<file path="src/rtl/fft_controller.sv">
// fft_controller: sequencer for the shared single-port FFT sample memory.
// Flow is bit-reversed load, radix-2 DIT butterflies (read A, read B,
// write A, write B), then natural-order unload.
// Ports: clk/rst (sync, active-high); start/mode request a transform;
// busy/done report status; in_valid/in_ready is the load handshake;
// out_valid/out_ready is the result handshake. mem_addr, mem_wr_en and
// mem_bit_rev_en drive the memory. bf_cap_a/bf_cap_b/bf_sel_b/bf_tw_idx
// drive the butterfly datapath.
// Option FFT_CTRL_INVERSE_EN adds input inverse and output tw_conj.
module fft_controller #(
  parameter  int BIT_WIDTH = 8,
  parameter  int MODE_NUM  = 3,
  parameter  int FFT_SIZE  = 16,
  localparam int LOG2      = $clog2(FFT_SIZE),
  localparam int MW        = $clog2(MODE_NUM)
) (
  input  logic            clk,
  input  logic            rst,
  input  logic            start,
  input  logic [MW-1:0]   mode,
  output logic            busy,
  output logic            done,
  input  logic            in_valid,
  output logic            in_ready,
  output logic            out_valid,
  input  logic            out_ready,
  output logic [LOG2-1:0] mem_addr,
  output logic            mem_wr_en,
  output logic            mem_bit_rev_en,
  output logic            bf_cap_a,
  output logic            bf_cap_b,
  output logic            bf_sel_b,
  output logic [LOG2-2:0] bf_tw_idx
`ifdef FFT_CTRL_INVERSE_EN
  ,
  input  logic            inverse,
  output logic            tw_conj
`endif
);

  if (BIT_WIDTH < 1) begin : g_bad_width
    $error("BIT_WIDTH must be positive");
  end
  if ((1 << LOG2) != FFT_SIZE || LOG2 < 2) begin : g_bad_size
    $error("FFT_SIZE must be a power of two >= 4");
  end

  typedef enum logic [2:0] {
    IDLE,
    LOAD,
    COMPUTE,
    UNLOAD,
    DONE
  } state_t;

  state_t          state_q, state_d;
  logic [MW-1:0]   mode_q, mode_d;
  logic [LOG2-1:0] cnt_q, cnt_d;
  logic [LOG2-1:0] s_q, s_d;
  logic [LOG2-2:0] k_q, k_d;
  logic [1:0]      ph_q, ph_d;

`ifdef FFT_CTRL_INVERSE_EN
  logic inv_q, inv_d;
`endif

  logic [7:0]      nlog;
  logic [LOG2-1:0] n_last;
  logic [LOG2-1:0] s_last;
  logic [LOG2-2:0] k_last;

  // Transform size from latched mode; sizes above FFT_SIZE clamp.
  always_comb begin
    nlog = 8'(mode_q) + 8'd2;
    if (nlog > 8'(LOG2)) nlog = 8'(LOG2);
    n_last = LOG2'((32'd1 << nlog) - 32'd1);
    k_last = (LOG2-1)'((32'd1 << (nlog - 8'd1)) - 32'd1);
    s_last = LOG2'(nlog - 8'd1);
  end

  logic [LOG2-1:0] k_ext;
  logic [LOG2-1:0] half;
  logic [LOG2-1:0] pos;
  logic [LOG2-1:0] addr_a;
  logic [LOG2-1:0] addr_b;
  logic [LOG2-1:0] tw_sh;

  // Butterfly k of stage s: insert a zero bit at position s of k.
  always_comb begin
    k_ext  = {1'b0, k_q};
    half   = LOG2'(1) << s_q;
    pos    = k_ext & (half - LOG2'(1));
    addr_a = ((k_ext >> s_q) << (s_q + LOG2'(1))) + pos;
    addr_b = addr_a + half;
    tw_sh  = LOG2'(LOG2 - 1) - s_q;
  end

  always_ff @(posedge clk) begin
    if (rst) begin
      state_q <= IDLE;
      mode_q  <= '0;
      cnt_q   <= '0;
      s_q     <= '0;
      k_q     <= '0;
      ph_q    <= '0;
`ifdef FFT_CTRL_INVERSE_EN
      inv_q   <= 1'b0;
`endif
    end else begin
      state_q <= state_d;
      mode_q  <= mode_d;
      cnt_q   <= cnt_d;
      s_q     <= s_d;
      k_q     <= k_d;
      ph_q    <= ph_d;
`ifdef FFT_CTRL_INVERSE_EN
      inv_q   <= inv_d;
`endif
    end
  end

  always_comb begin
    state_d        = state_q;
    mode_d         = mode_q;
    cnt_d          = cnt_q;
    s_d            = s_q;
    k_d            = k_q;
    ph_d           = ph_q;
`ifdef FFT_CTRL_INVERSE_EN
    inv_d          = inv_q;
`endif
    busy           = (state_q != IDLE);
    done           = 1'b0;
    in_ready       = 1'b0;
    out_valid      = 1'b0;
    mem_addr       = '0;
    mem_wr_en      = 1'b0;
    mem_bit_rev_en = 1'b0;
    bf_cap_a       = 1'b0;
    bf_cap_b       = 1'b0;
    bf_sel_b       = 1'b0;
    bf_tw_idx      = '0;

    unique case (state_q)
      IDLE: begin
        if (start) begin
          state_d = LOAD;
          mode_d  = mode;
          cnt_d   = '0;
          s_d     = '0;
          k_d     = '0;
          ph_d    = '0;
`ifdef FFT_CTRL_INVERSE_EN
          inv_d   = inverse;
`endif
        end
      end

      LOAD: begin
        in_ready       = 1'b1;
        mem_bit_rev_en = 1'b1;
        mem_addr       = cnt_q;
        mem_wr_en      = in_valid;
        if (in_valid) begin
          if (cnt_q == n_last) begin
            state_d = COMPUTE;
            cnt_d   = '0;
            s_d     = '0;
            k_d     = '0;
            ph_d    = '0;
          end else begin
            cnt_d = cnt_q + LOG2'(1);
          end
        end
      end

      COMPUTE: begin
        bf_tw_idx = (LOG2-1)'(pos << tw_sh);
        unique case (ph_q)
          2'd0: begin
            mem_addr = addr_a;
            bf_cap_a = 1'b1;
          end
          2'd1: begin
            mem_addr = addr_b;
            bf_cap_b = 1'b1;
          end
          2'd2: begin
            mem_addr  = addr_a;
            mem_wr_en = 1'b1;
          end
          2'd3: begin
            mem_addr  = addr_b;
            mem_wr_en = 1'b1;
            bf_sel_b  = 1'b1;
          end
        endcase
        ph_d = ph_q + 2'd1;
        if (ph_q == 2'd3) begin
          if (k_q == k_last) begin
            k_d = '0;
            if (s_q == s_last) begin
              state_d = UNLOAD;
              cnt_d   = '0;
            end else begin
              s_d = s_q + LOG2'(1);
            end
          end else begin
            k_d = k_q + (LOG2-1)'(1);
          end
        end
      end

      UNLOAD: begin
        out_valid = 1'b1;
        mem_addr  = cnt_q;
        if (out_ready) begin
          if (cnt_q == n_last) begin
            state_d = DONE;
          end else begin
            cnt_d = cnt_q + LOG2'(1);
          end
        end
      end

      DONE: begin
        done    = 1'b1;
        state_d = IDLE;
      end

      default: state_d = IDLE;
    endcase
  end

`ifdef FFT_CTRL_INVERSE_EN
  assign tw_conj = (state_q == COMPUTE) & inv_q;
`endif

endmodule

</file>
<file path="config.mk">
export PLATFORM = sky130hd
export DESIGN_NAME = fft_controller
export DESIGN_NICKNAME = d
export VERILOG_FILES = /design/src/rtl/fft_controller.sv
export SDC_FILE = /design/constraint.sdc
export NUM_CORES = 1
export LEC_CHECK = 0
export ABC_AREA = 1
export CORE_AREA = 2 2 51 76
export CTS_CLUSTER_SIZE = 30
export DETAILED_ROUTE_END_ITERATION = 7
export DIE_AREA = 0 0 53 78
export GPL_ROUTABILITY_DRIVEN = 0
export PLACE_DENSITY = 0.79
export SLEW_MARGIN = 10
export SYNTH_ARGS = -nofsm -noshare
export SYNTH_HDL_FRONTEND = slang
export SYNTH_SLANG_ARGS = --single-unit
</file>
<file path="constraint.sdc">
create_clock -name clk -period 4.2 [get_ports clk]
set_clock_uncertainty 0.05 [all_clocks]
set_input_delay 0.42 -clock clk [delete_from_list [all_inputs] [get_ports clk]]
set_output_delay 0.42 -clock clk [all_outputs]
set_load 0.005 [all_outputs]
</file>
Yosys cells after proc, flatten, opt, wreduce, memory -nomap -nowiden. Cells that the tools add are included.

Add/subtract/negate cells: 12. Multipliers: 0. Div/mod/pow operators: 0. $lt $le $gt $ge: 1. Equal/unequal tests: 20. Shift operators: 6. Muxes and demuxes: 49. Bitwise logic cells: 1. Reductions and logical operators: 15.

Operator list (number): two-way mux 4 bit (13); two-way mux 3 bit (15); inequality test 2 bit, second input constant (10); case mux 4 bit (2 select lines) (2); case mux 4 bit (4 select lines) (1); AND reduction 8 bit (2); case mux 3 bit (4 select lines) (1); case mux 4 bit (3 select lines) (1); two-way mux 1 bit (10); case mux 3 bit (3 select lines) (1); adder 4 x 1 -> 4 bit, second input constant (2); adder 4 bit (2); equality test 4 bit (2); OR reduction 2 bit (4); left shift 1 x 8 -> 3 bit, first input constant (1); subtractor 4 x 1 -> 4 bit, second input constant (2); subtractor 8 x 1 -> 8 bit, second input constant (1); AND reduction 7 bit (1); equality test 3 x 2 -> 1 bit, second input constant (2); two-way mux 2 bit (3); case mux 2 bit (3 select lines) (1); nonzero test 3 bit (2); AND reduction 5 bit (1); bitwise AND 3 x 4 -> 4 bit (1); 22 further kinds (23).

Register bits: 18. Latch bits: 0. RAM bits: 0. ROM bits: 0. Bits of input ports: 7. Memories kept: 0.

Depth between registers and ports, before layout.
Depth in word-level cells: 10. Gate-level depth with buffers: 24.

Least setup slack after synthesis. Ideal clock, no wire load.

Kind: flip-flop to output port. Start: reg s_q[0]. End: out mem_addr[3]. Arrival time: 2.924 ns. Setup slack: 0.806 ns. Stages on the path, launching flop included: 22. Buffers on the path: 0. Path through: dfxtp_1 -> nor2_1 -> inv_1 -> nor2_1 -> inv_1 -> ha_1 -> nor2_1 -> inv_1 -> fa_1 -> xnor2_1 -> ha_1 -> nand3_1 -> inv_1 -> nor2_1 -> nand2_1 -> nand3_1 -> nand2_1 -> nand2_1 -> inv_1 -> nand2_1 -> nand3_1 -> nand2_1.

Cells in the longest elaborated chain, start to end: 7.

RTL lines: start: declaration (line 59) `logic [LOG2-1:0] s_q, s_d;`; start signal: assignment (line 103) `s_q <= '0;`; start signal: assignment (line 113) `s_q <= s_d;`; parallel branches: the longest is 5 deep, another holds adder 4 x 1 -> 4 bit; case mux 4 bit (2 select lines) (*) (line 179) `unique case (ph_q)`; case mux 4 bit (2 select lines) (*) (line 144) `unique case (state_q)`; end: declaration (line 27) `output logic [LOG2-1:0] mem_addr,`.

Mark *: on every way between the ends.

Worst setup path after layout.
Start: reg s_q[3]. End: out mem_addr[2].

Same word-level chain as after synthesis.

==> out/results.ini <==
[floorplan]
coreArea_sq_um = 3420
die-area_sq_um = 4130
die_w_um = 53
start_util_pct = 54.9
io_pins = 23
die_h_um = 78
rows = 26

[critical_path]
r2r-end = k_q[2]$_SDFFE_PP0P_
reg2reg_from = state_q[1]$_SDFFE_PP0P_
crit_type = flop to primary output
start_kind = flop
ff2ff_path_depth = 6
crit_fanout = 5
worstPathRequired_ps = 3730
r2r_slack_ps = 2170
end_kind = primary output
cp.arrival_ps = 3650

[synth]
synthTopCellsByCount = 67 x nand2_1, 49 x inv_1, 37 x nor2_1
synth.most_common_cell = nand2_1
synth_edf_count = 0
synth_cell_types = 33
yosysWarnings = 0
synth.area.top_cells = dfxtp_1 19%, nand2_1 13%, ha_1 10%
syn_area_per_cell_sq_um = 6.21
yosysTopAreaCell = dfxtp_1
yosysSeqAreaShare_pct = 19.2
syn_area_sq_um = 1880
synth_fp_nets = 326
yosysTopAreaCellShare_pct = 19.2
synthFlopType = dfxtp_1
synthArstFlopShare_pct = 0
synthCells = 302
synth_seq_cells = 18

[drt]
wl_per_cell_um = 13.2
vias = 1987
drc = 0
ant_nets = 0
routed_wl_mm = 4.95
drt-initial-drc-count = 51
first_pass_iters = 5
via_per_inst = 5.30

[final_layout]
nFillCells = 330
nets = 358
final_cells = 375
drive_above_1_share_pct = 15.3
final_util_pct = 67.7
area_delta_synth_final_pct = 23.2
fin_area_sq_um = 2310
multi_input_area_sq_um = 1330
diodes = 0
regArea_sq_um = 368

[grt]
grt_remaining_overflow = 0
grt_pass1_wl_mm = 7.94
first_global_vias = 1894
antenna_found_initial = 0
grt_max_degree = 17
grt_use_total_pct = 25.4

[placement]
portBuffers = 22
dp_cells = 366
placed_cell_area_sq_um = 2160
dp_hpwl_mm = 3.83

[sta]
slew_headroom_pct = 55.0
setup_viol = 0
min_period_ps = 4120
fmax_ghz = 0.243
finalHoldViolations = 0
rsz0062_at_grt = no
maxSlewViolCount = 0
worst_pin_slew_ps = 672
min_period_over_period_pct = 98.1

[clock_tree]
clockBufferDepth = 2
tritoncts = yes
hold_buffers = 0
cts_buffers = 3
root_buffer = clkbuf_8
cts.sinks = 18
clk_latency_ps = 260
cts_max_level = 1
clkSlewWorstSetupHoldPaths_ps = 70

[flow_run]
cap_violations = 0

[worst_hold_path]
hp-class = flop to flop
hold_depth = 2
holdPathEnd = mode_q[0]$_SDFFE_PP0P_
min-delay-start = mode_q[0]$_SDFFE_PP0P_

[pwr]
power.density_nw_per_um2 = 613
power_leakage_nw = 1.09
ir_drop_v = 0.000428

[status]
status = finished, final reports clean

-- cell usage in the layout (no fill, tap or decap), types with 4 or more instances in the layout --
master | Yosys | layout
nand2_1 | 67 | 66
inv_1 | 49 | 48
nor2_1 | 37 | 34
nand3_1 | 30 | 30
clkdlybuf4s50_1 | 0 | 21
dfxtp_1 | 18 | 16
o21ai_0 | 14 | 14
ha_1 | 15 | 13
a21oi_1 | 10 | 10
nand2_2 | 8 | 9
buf_4 | 2 | 8
xor2_1 | 7 | 7
nor2_2 | 4 | 6
o21ai_1 | 6 | 6
nand4_1 | 5 | 5
clkbuf_8 | 0 | 4
-- cell families (layout without fill, tap and decap cells) --
| kind of cell | Yosys count | count (layout) | synth area share, % |
|---|---|---|---|
| AO/OA/AOI/OAI | 37 | 37 | 11.3 |
| flip-flops | 18 | 18 | 19.2 |
| XOR/XNOR | 9 | 9 | 4.20 |
| adder cells (fa/ha/maj) | 17 | 17 | 12.1 |
| AND/OR/NAND/NOR | 163 | 163 | 41.0 |
| buffers and inverters | 58 | 89 | 12.2 |
-- power by group --
group / total (W) / internal (W) / switching, W
clock network: 0.000147 / 0.0000835 / 0.0000639
registers: 0.000268 / 0.000216 / 0.0000517
logic: 0.00100 / 0.000392 / 0.000609
total: 0.00142 / 0.000692 / 0.000725
-- area by class of cell --
cell class | instances | share of cell area, %
Tap cell | 42 | 2.27
Inverter | 52 | 8.44
Multi-Input combinational cell | 226 | 57.6
Timing Repair Buffer | 33 | 13.4
Sequential cell | 18 | 15.9
Clock buffer | 4 | 2.38
-- registers in the layout, summed over array words and instances (netlist names) --
signal and cells:
cnt_q 4, s_q 4, k_q 3, state_q 3
mode_q 2, ph_q 2
-- worst max-delay path, cell delays in order, from the launching register on --
cell and delay (ps):
dfxtp_4 360, nor2_4 110, buf_6 120, nand2_1 50
nand2_1 70, nand4_1 150, nor3_2 290, ha_2 240
inv_1 50, fa_2 450, fa_1 430, o21ai_0 210
o21ai_0 140, o21ai_0 190, clkdlybuf4s50_1 530
-- worst max-delay path by stage --
stage,start,end
after CTS,s_q[0]$_SDFFE_PP0P_,mem_addr[3]
final,s_q[3]$_SDFFE_PP0P_,mem_addr[2]
after global placement,s_q[0]$_SDFFE_PP0P_,mem_addr[3]
after global routing,s_q[3]$_SDFFE_PP0P_,mem_addr[2]
after detailed placement,s_q[0]$_SDFFE_PP0P_,mem_addr[3]
after floorplan,s_q[0]$_SDFFE_PP0P_,mem_addr[3]
-- per-layer routing --
layer  up-vias  share of wire (%)  track usage (%)
met5         -                  0                0
met4         0                4.6             14.6
met3        20                4.0             2.12
met2        51                 52             46.3
met1       890                 39             27.1
li1       1026                  -                -
-- metrics by stage --
step / power (W) / hold WS (ps) / TNS (ps) / worst slack [ps]
3_5_place_dp: 0.00120 / 442 / -8.78 / -8.78
3_3_place_gp: 0.00118 / 432 / 0 / 35.1
4_1_cts: 0.00139 / 453 / 0 / 141
5_1_grt: 0.00154 / 483 / 0 / 18.5
6_report: 0.00142 / 449 / 0 / 81.9
2_1_floorplan: 0.000940 / 406 / 0 / 806
-- what timing repair did --
action,CTS,global route
resized for setup,13,8
pin swaps,3,4
setup buffers,5,0
endpoints found under the setup margin,3,1
No activity file was read; power rests on OpenSTA's default activity.
